File: src/rtl/bram_uart_readback.sv
// bram_uart_readback
// Reads `length` bytes from address 0 upward through a synchronous BRAM read
// port. Each byte is optionally XORed with the shared key and sent as UART 8N1,
// LSB first. `done` pulses once the last stop bit has been sent.
//
// state | meaning
// IDLE  | line high, waiting for start
// FETCH | rd_en high, BRAM address presented
// LOAD  | capture rd_data into the shift register, bump address and count
// START | start bit (tx=0) for one bit time
// DATA  | eight data bits, LSB first, one bit time each
// STOP  | stop bit (tx=1); then next byte or finish
// FIN   | one-cycle done pulse

module bram_uart_readback #(
   parameter int          CLK_FREQ     = 50000000,
   parameter int          BAUD_RATE    = 115200,
   parameter int          CLKS_PER_BIT = CLK_FREQ / BAUD_RATE,
   parameter int          ADDR_W       = 14,
   parameter logic [7:0]  XOR_KEY      = 8'hAA,
   parameter bit          DECRYPT      = 1'b1
) (
   input  logic              clk,
   input  logic              rst,
   input  logic              start,
   input  logic [ADDR_W:0]   length,
   output logic              rd_en,
   output logic [ADDR_W-1:0] rd_addr,
   input  logic [7:0]        rd_data,
   output logic              tx,
   output logic              busy,
   output logic              done
);

   localparam int TW = (CLKS_PER_BIT > 1) ? $clog2(CLKS_PER_BIT) : 1;
   localparam logic [TW-1:0] BIT_LAST = TW'(CLKS_PER_BIT - 1);

   localparam logic [2:0] IDLE  = 3'd0;
   localparam logic [2:0] FETCH = 3'd1;
   localparam logic [2:0] LOAD  = 3'd2;
   localparam logic [2:0] START = 3'd3;
   localparam logic [2:0] DATA  = 3'd4;
   localparam logic [2:0] STOP  = 3'd5;
   localparam logic [2:0] FIN   = 3'd6;

   logic [2:0]        state;
   logic [ADDR_W-1:0] addr;
   logic [ADDR_W:0]   remaining;
   logic [7:0]        shreg;
   logic [TW-1:0]     timer;
   logic [2:0]        bit_idx;

   // Status outputs decode straight from the state register.
   assign rd_en   = (state == FETCH);
   assign rd_addr = addr;
   assign busy    = (state != IDLE) && (state != FIN);
   assign done    = (state == FIN);

   // Sequencer, bit timer and registered serial line.
   always_ff @(posedge clk or posedge rst) begin
      if (rst) begin
         state     <= IDLE;
         addr      <= '0;
         remaining <= '0;
         shreg     <= '0;
         timer     <= '0;
         bit_idx   <= '0;
         tx        <= 1'b1;
      end else begin
         case (state)
            IDLE: begin
               tx <= 1'b1;
               if (start) begin
                  if (length != '0) begin
                     remaining <= length;
                     addr      <= '0;
                     state     <= FETCH;
                  end else begin
                     state <= FIN;
                  end
               end
            end
            FETCH: state <= LOAD;
            LOAD: begin
               shreg     <= DECRYPT ? (rd_data ^ XOR_KEY) : rd_data;
               // wraps to 0 after a full-depth dump, which is harmless
               addr      <= addr + 1'b1;
               remaining <= remaining - 1'b1;
               timer     <= BIT_LAST;
               tx        <= 1'b0;
               state     <= START;
            end
            START: begin
               if (timer == '0) begin
                  timer   <= BIT_LAST;
                  bit_idx <= '0;
                  tx      <= shreg[0];
                  state   <= DATA;
               end else begin
                  timer <= timer - 1'b1;
               end
            end
            DATA: begin
               if (timer == '0) begin
                  timer <= BIT_LAST;
                  if (bit_idx == 3'd7) begin
                     tx    <= 1'b1;
                     state <= STOP;
                  end else begin
                     bit_idx <= bit_idx + 3'd1;
                     tx      <= shreg[bit_idx + 3'd1];
                  end
               end else begin
                  timer <= timer - 1'b1;
               end
            end
            STOP: begin
               if (timer == '0) begin
                  state <= (remaining != '0) ? FETCH : FIN;
               end else begin
                  timer <= timer - 1'b1;
               end
            end
            FIN: state <= IDLE;
            default: state <= IDLE;
         endcase
      end
   end

endmodule

File: config.mk
export PLATFORM = sky130hd
export DESIGN_NAME = bram_uart_readback
export DESIGN_NICKNAME = d
export VERILOG_FILES = /design/src/rtl/bram_uart_readback.sv
export SDC_FILE = /design/constraint.sdc
export NUM_CORES = 1
export LEC_CHECK = 0
export CAP_MARGIN = 20
export CORE_UTILIZATION = 45
export DETAILED_ROUTE_END_ITERATION = 7
export PLACE_DENSITY_LB_ADDON = 0.05
export SLEW_MARGIN = 20
export SYNTH_ARGS = -nofsm -noshare
export SYNTH_HDL_FRONTEND = slang
export SYNTH_SLANG_ARGS = --single-unit
File: constraint.sdc
create_clock -name clk -period 4 [get_ports clk]
set_clock_uncertainty 0.15 [all_clocks]
set_input_delay 0.8 -clock clk [delete_from_list [all_inputs] [get_ports clk]]
set_output_delay 0.8 -clock clk [all_outputs]
set_load 0.05 [all_outputs]
# After elaboration in Yosys (flattened, before gate mapping)
# Index checks and enable logic that the tools add are counted.
# totals
register_bits	53
inputBits	26
output_inout_bits	18
wordCells	72
# op_classes
n_addsub	4
order_cmp	1
n_eq_ne	16
muxes	27
n_bitwise	1
reduce_logical	16
# op_table
op	n
two-way mux 15 bit	2
two-way mux 3 bit	10
case mux 15 bit (2 select lines)	1
nonzero test 15 bit	2
two-way mux 14 bit	2
case mux 14 bit (2 select lines)	1
case mux 9 bit (3 select lines)	1
two-way mux 9 bit	2
case mux 3 bit (6 select lines)	1
!= test 2 bit, second input constant	8
subtractor 15 x 1 -> 15 bit, second input constant	1
adder 14 x 1 -> 14 bit, second input constant	1
== test 3 bit, second input constant	4
zero test 9 bit	1
subtractor 9 x 1 -> 9 bit, second input constant	1
== test 3 x 2 -> 1 bit, second input constant	2
case mux 3 bit (2 select lines)	1
AND reduction 3 bit	2
nonzero test 3 bit	2
AND reduction 5 bit	1
less-than comparator 3 x 4 -> 1 bit, second input constant	1
two-way mux 1 bit	4
NOT 4 bit	1
case mux 1 bit (4 select lines)	1
other kinds (11)	12

# Logic depth before layout (Yosys ltp)
# Gate-level depths: netlist (run 1).
# logic_depth
word_depth	6
mapped_depth	8
mapped_depth_nobuf	7

# Worst setup path before layout (run 1)
# No wires, ideal clock.
# synth_path
path_kind	register to output
startpoint	register state[1]
endpoint	output port rd_en
arrival_ns	1.997
required_time_ns	3.050
setup_slack_ns	1.053
path_stages_with_launch	5
n_path_buf	3
path_cell_list	dfrtp_1 > buf_2 > clkbuf_1 > clkbuf_1 > nor3_1
# synth_between
elab_chain_len	1
# synth_rtl
element	line_no	rtl
start: declaration	46	logic [2:0] state;
start signal: assignment	119	state <= (remaining != '0) ? FETCH : FIN;
== test 3 x 1 -> 1 bit	54	assign rd_en = (state == FETCH);
end: declaration	27	output logic rd_en,
# Every way passes these cells.

# Worst setup path in the final report (run 1)
# layout_path
startpoint	register state[0]
endpoint	output port busy
# layout_between
elab_chain_len	2
word_cells_on_any_way	3
classes_between	1 x eq/ne; 2 x reduce/logical
# layout_rtl
element	line_no	rtl
!= test 3 bit or nonzero test 3 bit (tied branches)	56	assign busy = (state != IDLE) && (state != FIN);
logical AND 1 bit *	56	
end: declaration	31	output logic busy,
# Mark *: on every way between the ends. The rest lies on a longest branch, timed or not.

==> results of run 1 <==
[registers in the layout, summed over array words and instances, names as in the netlist]
name,count
timer,9
state,3
shreg,8
tx,1
remaining,15
rd_addr,14
bit_idx,3
[worst max-delay path by stage]
stage                               startpoint                        end  cells past startpoint
after CTS                 state[0]$_DFFE_PP0P_                       busy                      5
after global routing      state[0]$_DFFE_PP0P_                       busy                      5
after global placement               length[3]   remaining[3]$_DFFE_PP0P_                      6
after detailed placement             length[3]  remaining[12]$_DFFE_PP0P_                      6
final                     state[0]$_DFFE_PP0P_                       busy                      5
after floorplan           state[1]$_DFFE_PP0P_                      rd_en                      4
[placed cells by master (no fill, tap or decap), types with 3 or more instances in the layout]
cell type                         Yosys  routed
sky130_fd_sc_hd__o22ai_1              4       4
sky130_fd_sc_hd__a221oi_1             3       3
sky130_fd_sc_hd__a211oi_1             5       5
sky130_fd_sc_hd__clkbuf_8             0       6
sky130_fd_sc_hd__buf_4                0       9
sky130_fd_sc_hd__nor4_1               7       7
sky130_fd_sc_hd__a31oi_1              4       4
sky130_fd_sc_hd__o21ai_0             27      27
sky130_fd_sc_hd__and2_1               3       3
sky130_fd_sc_hd__or3_1                9       9
sky130_fd_sc_hd__dfrtp_1             52      52
sky130_fd_sc_hd__and3_1               5       5
sky130_fd_sc_hd__nand3_1             14      14
sky130_fd_sc_hd__inv_1               11      10
sky130_fd_sc_hd__ha_1                 6       6
sky130_fd_sc_hd__mux2_2               4       4
sky130_fd_sc_hd__nor2_1              36      36
sky130_fd_sc_hd__nor2b_1              7       7
sky130_fd_sc_hd__nand2_1             39      39
sky130_fd_sc_hd__o221a_2              5       5
sky130_fd_sc_hd__clkdlybuf4s50_1      0      43
sky130_fd_sc_hd__nand4_1              5       5
sky130_fd_sc_hd__o211ai_1             3       3
sky130_fd_sc_hd__or2_2                4       4
sky130_fd_sc_hd__a21oi_1             26      26
sky130_fd_sc_hd__nor3_1              23      23
[worst max-delay path, delay by kind of cell, from the launching register on]
family	cells	cell delay [ns]
flops	1	0.39
simple gates	3	0.70
buf+inv	2	0.91
[cells by family after synthesis]
family | share of synthesized area, %
multiplexers | 3.45
flip-flops | 41.6
AO/OA/AOI/OAI | 21.4
AND/OR/NAND/NOR | 26.5
buffers and inverters | 3.96
adder cells (fa/ha/maj) | 2.35
XOR/XNOR | 0.823
[layout make-up]
cell class | count | area (sq um) | area share (%)
Multi-Input combinational cell | 286 | 1740 | 45.3
Sequential cell | 53 | 1330 | 34.5
Timing Repair Buffer | 52 | 498 | 12.9
Tap cell | 96 | 120 | 3.12
Clock buffer | 7 | 86.3 | 2.24
Inverter | 12 | 45.0 | 1.17
Clock inverter | 1 | 30.0 | 0.780
[through the flow]
| stage | util [%] | total power [mW] | worst slack, ns | instances |
|---|---|---|---|---|
| 6_report | 56.4 | 1.88 | 0.755 | 507 |
| 5_1_grt | 56.4 | 2.01 | 0.642 | 507 |
| 2_1_floorplan | - | 1.32 | 1.05 | 371 |
| 3_5_place_dp | 54.7 | 1.50 | 0.668 | 499 |
| 4_1_cts | 56.4 | 1.89 | 0.756 | 507 |
| 3_3_place_gp | 54.7 | 1.49 | 0.655 | 499 |
[where the power goes]
| group | leakage [nW] | internal [mW] | total [mW] | switching, mW |
|---|---|---|---|---|
| Clock | 0.0585 | 0.204 | 0.383 | 0.178 |
| Combinational | 0.815 | 0.291 | 0.600 | 0.309 |
| Sequential | 0.636 | 0.703 | 0.895 | 0.192 |
[metal layers]
layer	wire length [microns]	vias to the layer above	global-route usage, %	share of wire [%]
li1	-	1453	-	-
met1	3970	1404	33.4	51
met2	3460	64	35.4	45
met3	245	8	3.05	3.2
met4	92	0	5.91	1.2
met5	0	-	0	0
==> impl_summary.log, run 1 <==
INFO  metric fp.dieArea = roughly 7400 sq um
INFO  metric synthCells = 371
INFO  metric die_width = 86.2 microns
INFO  metric top_flip_flop_cell_by_instance_count_after_synthesis = sky130_fd_sc_hd__dfrtp_1
INFO  metric final_worst_path_period_need = 3.24 ns
INFO  metric floorplan.core_area = 6830 sq um
INFO  metric cts_hold_repair.buffers = 0
INFO  metric first_iter_violations = 183
INFO  metric crit_fanout = 16
INFO  metric layout_worst_path_cycle_share = 81.1%
INFO  metric placement_rows = 30
INFO  metric critical_path_class = flop to primary output
INFO  metric placedInstanceArea = approximately 3700 sq um
INFO  metric slew_viol_final = 0
INFO  metric max_freq = 308 MHz
INFO  metric worstRegToRegCells = 7
INFO  metric max_cap_violations = 0
INFO  metric antenna_violations_before_repair = 0
INFO  metric syn_warnings = 0
INFO  metric timing.critical_path.arrival = 2.29 ns
INFO  metric holdPathEnd = shreg[4]$_DFFE_PP0P_
INFO  metric ioPinCount = 44
INFO  metric synth.cell_area = 3190 sq um
INFO  metric grt_first_pass_wirelength = 13.4 mm
INFO  metric drt_wl_total = roughly 7.8 mm
INFO  metric post-cts-setup-buffers = 0
INFO  metric cts_tree = built
INFO  metric numClockSinks = 53
INFO  metric start_util = 46.7%
INFO  metric global_route.overflow_total = 0
INFO  metric synth_top_area_share = 40.8%
INFO  metric synth.area.top_cells = sky130_fd_sc_hd__dfrtp_1 (41%), sky130_fd_sc_hd__nand2_1 (4.6%), sky130_fd_sc_hd__nor2_1 (4.2%), sky130_fd_sc_hd__o21ai_0 (4.2%), sky130_fd_sc_hd__a21oi_1 (4.1%)
INFO  metric grt_usage = 22.7%
INFO  metric worst_hold_slack = 0.338 ns
INFO  metric antenna-diode-count = 0
INFO  metric slew_worst_pin = 0.707 ns
INFO  metric outcome = completed
INFO  metric hold_crit_depth = 2
INFO  metric min_from = shreg[4]$_DFFE_PP0P_
INFO  metric post_synth.cell_area_avg = 8.60 sq um
INFO  metric fin_nets = 442
INFO  metric grt_pass1_vias = roughly 2700
INFO  metric power-per-cell-area = 487 nW/um^2
INFO  metric endpoint_of_the_worst_slack_reg_to_reg_timing_path = timer[7]$_DFFE_PP0P_
INFO  metric cts.reportedPaths.clkPinSlew = 0.09 ns
INFO  metric io_buffers = 43
INFO  metric yosys_register_bits = 53
INFO  metric worst_skew_pair_latency = 0.31 ns
INFO  metric post-dp-hpwl = 5.67 mm
INFO  metric path_cells = buf_4 > or2_2 > nor2_2 > nor2_1 > clkdlybuf4s50_1
INFO  metric final_layout_size_suffix_gt1_share = 10.7%
INFO  metric synth_sequential_area_ratio = 41.6%
INFO  metric detail_route.wl_per_cell = 15.3 microns
INFO  metric synth_most_common_cell = sky130_fd_sc_hd__dfrtp_1
INFO  metric setup_tns = 0 ns
INFO  metric detail_route.vias_per_cell = 5.78
INFO  metric antenna_violating_nets_post_route = 0
INFO  metric synth_common_cells = sky130_fd_sc_hd__dfrtp_1 (52), sky130_fd_sc_hd__nand2_1 (39), sky130_fd_sc_hd__nor2_1 (36)
INFO  metric die_h = about 86 microns
INFO  metric syn_nets = 403
INFO  metric cts_max_path_buffers = 2
INFO  metric power.leakage = 1.51 nW
INFO  metric cell_at_the_root_of_the_clock_tree = sky130_fd_sc_hd__clkbuf_8
INFO  metric reg2reg_setup_slack = between 1 and 1.5 ns
INFO  metric synth_cell_types = 63
INFO  metric critPathRequiredTime = 3.05 ns
INFO  metric worst_setup_end_kind = primary output
INFO  metric startpoint_type = flop
INFO  metric route.vias.total = 2929
INFO  metric cts.htree.levels = 2
INFO  metric grt_max_degree = 25
INFO  metric critPathSlowestCell = sky130_fd_sc_hd__clkdlybuf4s50_1
INFO  metric hold_violations_final = 0
INFO  metric share_of_flip_flops_with_an_asynchronous_set_or_reset_after_synthesis = 100%
INFO  metric drcViolationCount = 0
INFO  metric final_cell_area = 3850 sq um
INFO  metric number_of_synthesized_flops_with_an_enable_pin = 0
INFO  metric max_slew_margin_vs_limit = 52.9%
INFO  metric post-synth-top-area-cell = sky130_fd_sc_hd__dfrtp_1
INFO  metric number_of_gates_given_a_new_drive_strength_after_cts = 0
INFO  metric cts-buffers-inserted = 5
INFO  metric gp_congestion = approximately 0.8
INFO  metric hp-class = flop to flop
INFO  metric drt-pass1-iter-count = 4
INFO  metric unrepaired_setup_endpoints_after_global_routing = false
INFO  metric critical_path.max_stage_delay = 0.71 ns
INFO  metric setup_viol = 0
INFO  metric maximum_vdd_drop = 0.000323 V
INFO  metric syn2layout_area_growth = 20.6%
INFO  metric fillers = around 650
INFO  metric rr_startpoint = timer[0]$_DFFE_PP0P_
(Power assumes the default switching activity.)
==> run 2, diff against run 1 <==
==> constraint.sdc (replaced) <==
create_clock -name clk -period 3.1 [get_ports clk]
set_clock_uncertainty 0.15 [all_clocks]
set_input_delay 0.62 -clock clk [delete_from_list [all_inputs] [get_ports clk]]
set_output_delay 0.62 -clock clk [all_outputs]
set_load 0.05 [all_outputs]
==> run 2 against run 1 <==
Worst hold slack worse by 0.0027 ns. Setup slack worse by 0.34 ns. Highest routed layer unchanged. First-iteration DRC count down 14%. Sequential cell count unchanged.
==> impl_summary.log, run 2 (same netlist as run 1, synthesis figures left out) <==
INFO  metric outcome = completed (unchanged)
INFO  metric max_cap_violations = 0 (unchanged)
INFO  metric cts_max_path_buffers = 2 (unchanged)
INFO  metric cp.buffers_inverters = 2 (unchanged)
INFO  metric post-dp-hpwl = 5.83 mm (was 5.67 mm)
INFO  metric max_slew_margin_vs_limit = 55.2% (was 52.9%)
INFO  metric placement_rows = 30 (unchanged)
INFO  metric drt_wl_total = 8.14 mm (was 7.76 mm)
INFO  metric postLayoutCoreUtil = 57.3% (was 56.4%)
INFO  metric drcViolationCount = 0 (unchanged)
INFO  metric grt_usage = 23.4% (was 22.7%)
INFO  metric worst_skew_pair_latency = 0.30 ns (was 0.31 ns)
INFO  metric start_util = 46.7% (unchanged)
INFO  metric final_worst_path_period_need = roughly 2.7 ns
INFO  metric layout.cells.most_common_list = sky130_fd_sc_hd__dfrtp_1 (52), sky130_fd_sc_hd__clkdlybuf4s50_1 (41), sky130_fd_sc_hd__nand2_1 (39) (was sky130_fd_sc_hd__dfrtp_1 (52), sky130_fd_sc_hd__clkdlybuf4s50_1 (43), sky130_fd_sc_hd__nand2_1 (39))
INFO  metric layout_worst_path_cycle_share = just under 90%
INFO  metric die_h = 86.2 microns (unchanged)
INFO  metric die_width = 86.2 microns (unchanged)
INFO  metric io_buffers = 43 (unchanged)
INFO  metric startpoint_type = flop (unchanged)
INFO  metric post-cts-setup-buffers = 0 (unchanged)
INFO  metric unrepaired_setup_endpoints_after_global_routing = false (unchanged)
INFO  metric final_cell_area = 3920 sq um (was 3850 sq um)
INFO  metric dpl.cell_count = 506 (was 499)
INFO  metric timing.critical_path.arrival = 1.91 ns (was 2.29 ns)
INFO  metric layout_commonest_cell = sky130_fd_sc_hd__dfrtp_1 (unchanged)
INFO  metric detail_route.vias_per_cell = 5.86 (was 5.78)
INFO  metric fin_nets = 449 (was 442)
INFO  metric route.vias.total = 3010 (was 2929)
INFO  metric antenna-diode-count = 0 (unchanged)
INFO  metric cts_hold_repair.buffers = 0 (unchanged)
INFO  metric final_layout_size_suffix_gt1_share = 12.9% (was 10.7%)
INFO  metric grt_first_pass_wirelength = 13.8 mm (was 13.4 mm)
INFO  metric cell_at_the_root_of_the_clock_tree = sky130_fd_sc_hd__clkbuf_8 (unchanged)
INFO  metric slew_viol_final = 0 (unchanged)
INFO  metric stdcell_count = 514 (was 507)
INFO  metric numClockSinks = 53 (unchanged)
INFO  metric first_iter_violations = 158 (was 183)
INFO  metric critical_path.max_stage_delay = 0.81 ns (was 0.71 ns)
INFO  metric grt_pass1_vias = 2786 (was 2727)
INFO  metric hold_violations_final = 0 (unchanged)
INFO  metric gp_congestion = 0.856 (was 0.802)
INFO  metric worst_setup_end_kind = primary output (unchanged)
INFO  metric cell_type_group_with_the_largest_total_delay_on_the_critical_path = buffers and inverters (unchanged)
INFO  metric largest_register_ffs = 15 (unchanged)
INFO  metric max_flop_register = remaining (unchanged)
INFO  metric setup_viol = 0 (unchanged)
INFO  metric fp.dieArea = 7430 sq um (unchanged)
INFO  metric number_of_gates_given_a_new_drive_strength_after_cts = 0 (unchanged)
INFO  metric slew_worst_pin = 0.667 ns (was 0.707 ns)
INFO  metric ioPinCount = 44 (unchanged)
INFO  metric power.leakage = 1.55 nW (was 1.51 nW)
INFO  metric critPathRequiredTime = 2.33 ns (was 3.05 ns)
INFO  metric maximum_vdd_drop = 0.000652 V (was 0.000323 V)
INFO  metric hp-class = flop to flop (unchanged)
INFO  metric power-per-cell-area = 639 nW/um^2 (was 487 nW/um^2)
INFO  metric fillers = 655 (was 652)
INFO  metric syn2layout_area_growth = 22.7% (was 20.6%)
INFO  metric cts_tree = built (unchanged)
INFO  metric setup_tns = 0 ns (unchanged)
INFO  metric max_freq = 373 MHz
INFO  metric crit_fanout = 9 (was 16)
INFO  metric antenna_violations_before_repair = 0 (unchanged)
INFO  metric critPathSlowestCell = sky130_fd_sc_hd__clkdlybuf4s50_1 (unchanged)
INFO  metric floorplan.core_area = 6830 sq um (unchanged)
INFO  metric critical_path_class = flop to primary output (unchanged)
INFO  metric placedInstanceArea = 3780 sq um (was 3730 sq um)
INFO  metric grt_max_degree = 31 (was 25)
INFO  metric cts.reportedPaths.clkPinSlew = 0.10 ns (was 0.09 ns)
INFO  metric detail_route.wl_per_cell = 15.8 microns (was 15.3 microns)
INFO  metric antenna_violating_nets_post_route = 0 (unchanged)
INFO  metric cts.htree.levels = 2 (unchanged)
INFO  metric global_route.overflow_total = 0 (unchanged)
INFO  metric cts-buffers-inserted = 5 (unchanged)
INFO  metric path_cells = clkinv_1 > and3_1 > clkdlybuf4s50_1 (was buf_4 > or2_2 > nor2_2 > nor2_1 > clkdlybuf4s50_1)
INFO  metric drt-pass1-iter-count = 5 (was 4)
run 2: final timing paths:
kind                       slack, ns            startpoint                        to  cells after the start
max                             0.42  state[0]$_DFFE_PP0P_                      done                      3
min                             0.34  shreg[4]$_DFFE_PP0P_      shreg[4]$_DFFE_PP0P_                      2
max reg2reg                     0.44  timer[0]$_DFFE_PP0P_      timer[7]$_DFFE_PP0P_                      7
min reg2reg                     0.34  shreg[4]$_DFFE_PP0P_      shreg[4]$_DFFE_PP0P_                      2
max in group asynchronous       1.60                   rst  remaining[7]$_DFFE_PP0P_                      3
min in group asynchronous       0.57                   rst    rd_addr[5]$_DFFE_PP0P_                      2
run 2: worst register-to-register path, stage by stage, from the launching register on:
cell	delay (ns)
sky130_fd_sc_hd__dfrtp_1	0.45
sky130_fd_sc_hd__inv_1	0.13
sky130_fd_sc_hd__ha_1	0.20
sky130_fd_sc_hd__or3b_4	0.42
sky130_fd_sc_hd__or3_4	0.36
sky130_fd_sc_hd__nor3_2	0.40
sky130_fd_sc_hd__o21ai_0	0.21
sky130_fd_sc_hd__o22a_1	0.23
run 2: cell type report:
cell class,instances,area [sq um],share of cell area [%]
multi-input cells,286,1740,44.5
flip-flops and latches,53,1330,33.9
repair buffers,59,546,13.9
well taps,96,120,3.07
clock buffers,5,68.8,1.76
clock inverters,3,65.1,1.66
inverters,12,45.0,1.15
run 2: report_power, final:
part / internal (mW) / switching, mW / leakage [nW] / total, mW
logic: 0.378 / 0.409 / 0.845 / 0.787
clock network: 0.321 / 0.235 / 0.0681 / 0.556
registers: 0.907 / 0.251 / 0.636 / 1.16
total: 1.61 / 0.895 / 1.55 / 2.50
run 2: through the flow:
stage	hold WS (ns)	total power, mW	worst slack (ns)
after floorplan	0.290	1.70	0.333
after global placement	0.309	1.92	0.328
after detailed placement	0.312	1.95	0.270
after CTS	0.338	2.51	0.410
after global routing	0.386	2.68	0.307
final	0.336	2.50	0.420
run 2: layer usage:
metal  global-route usage (%)  up-vias  routed length (microns)
met4                     4.24        0                       36
li1                         -     1463                        -
met1                     33.6     1470                     4030
met3                     3.24        2                      301
met2                     38.2       75                     3770
met5                        0        -                        0
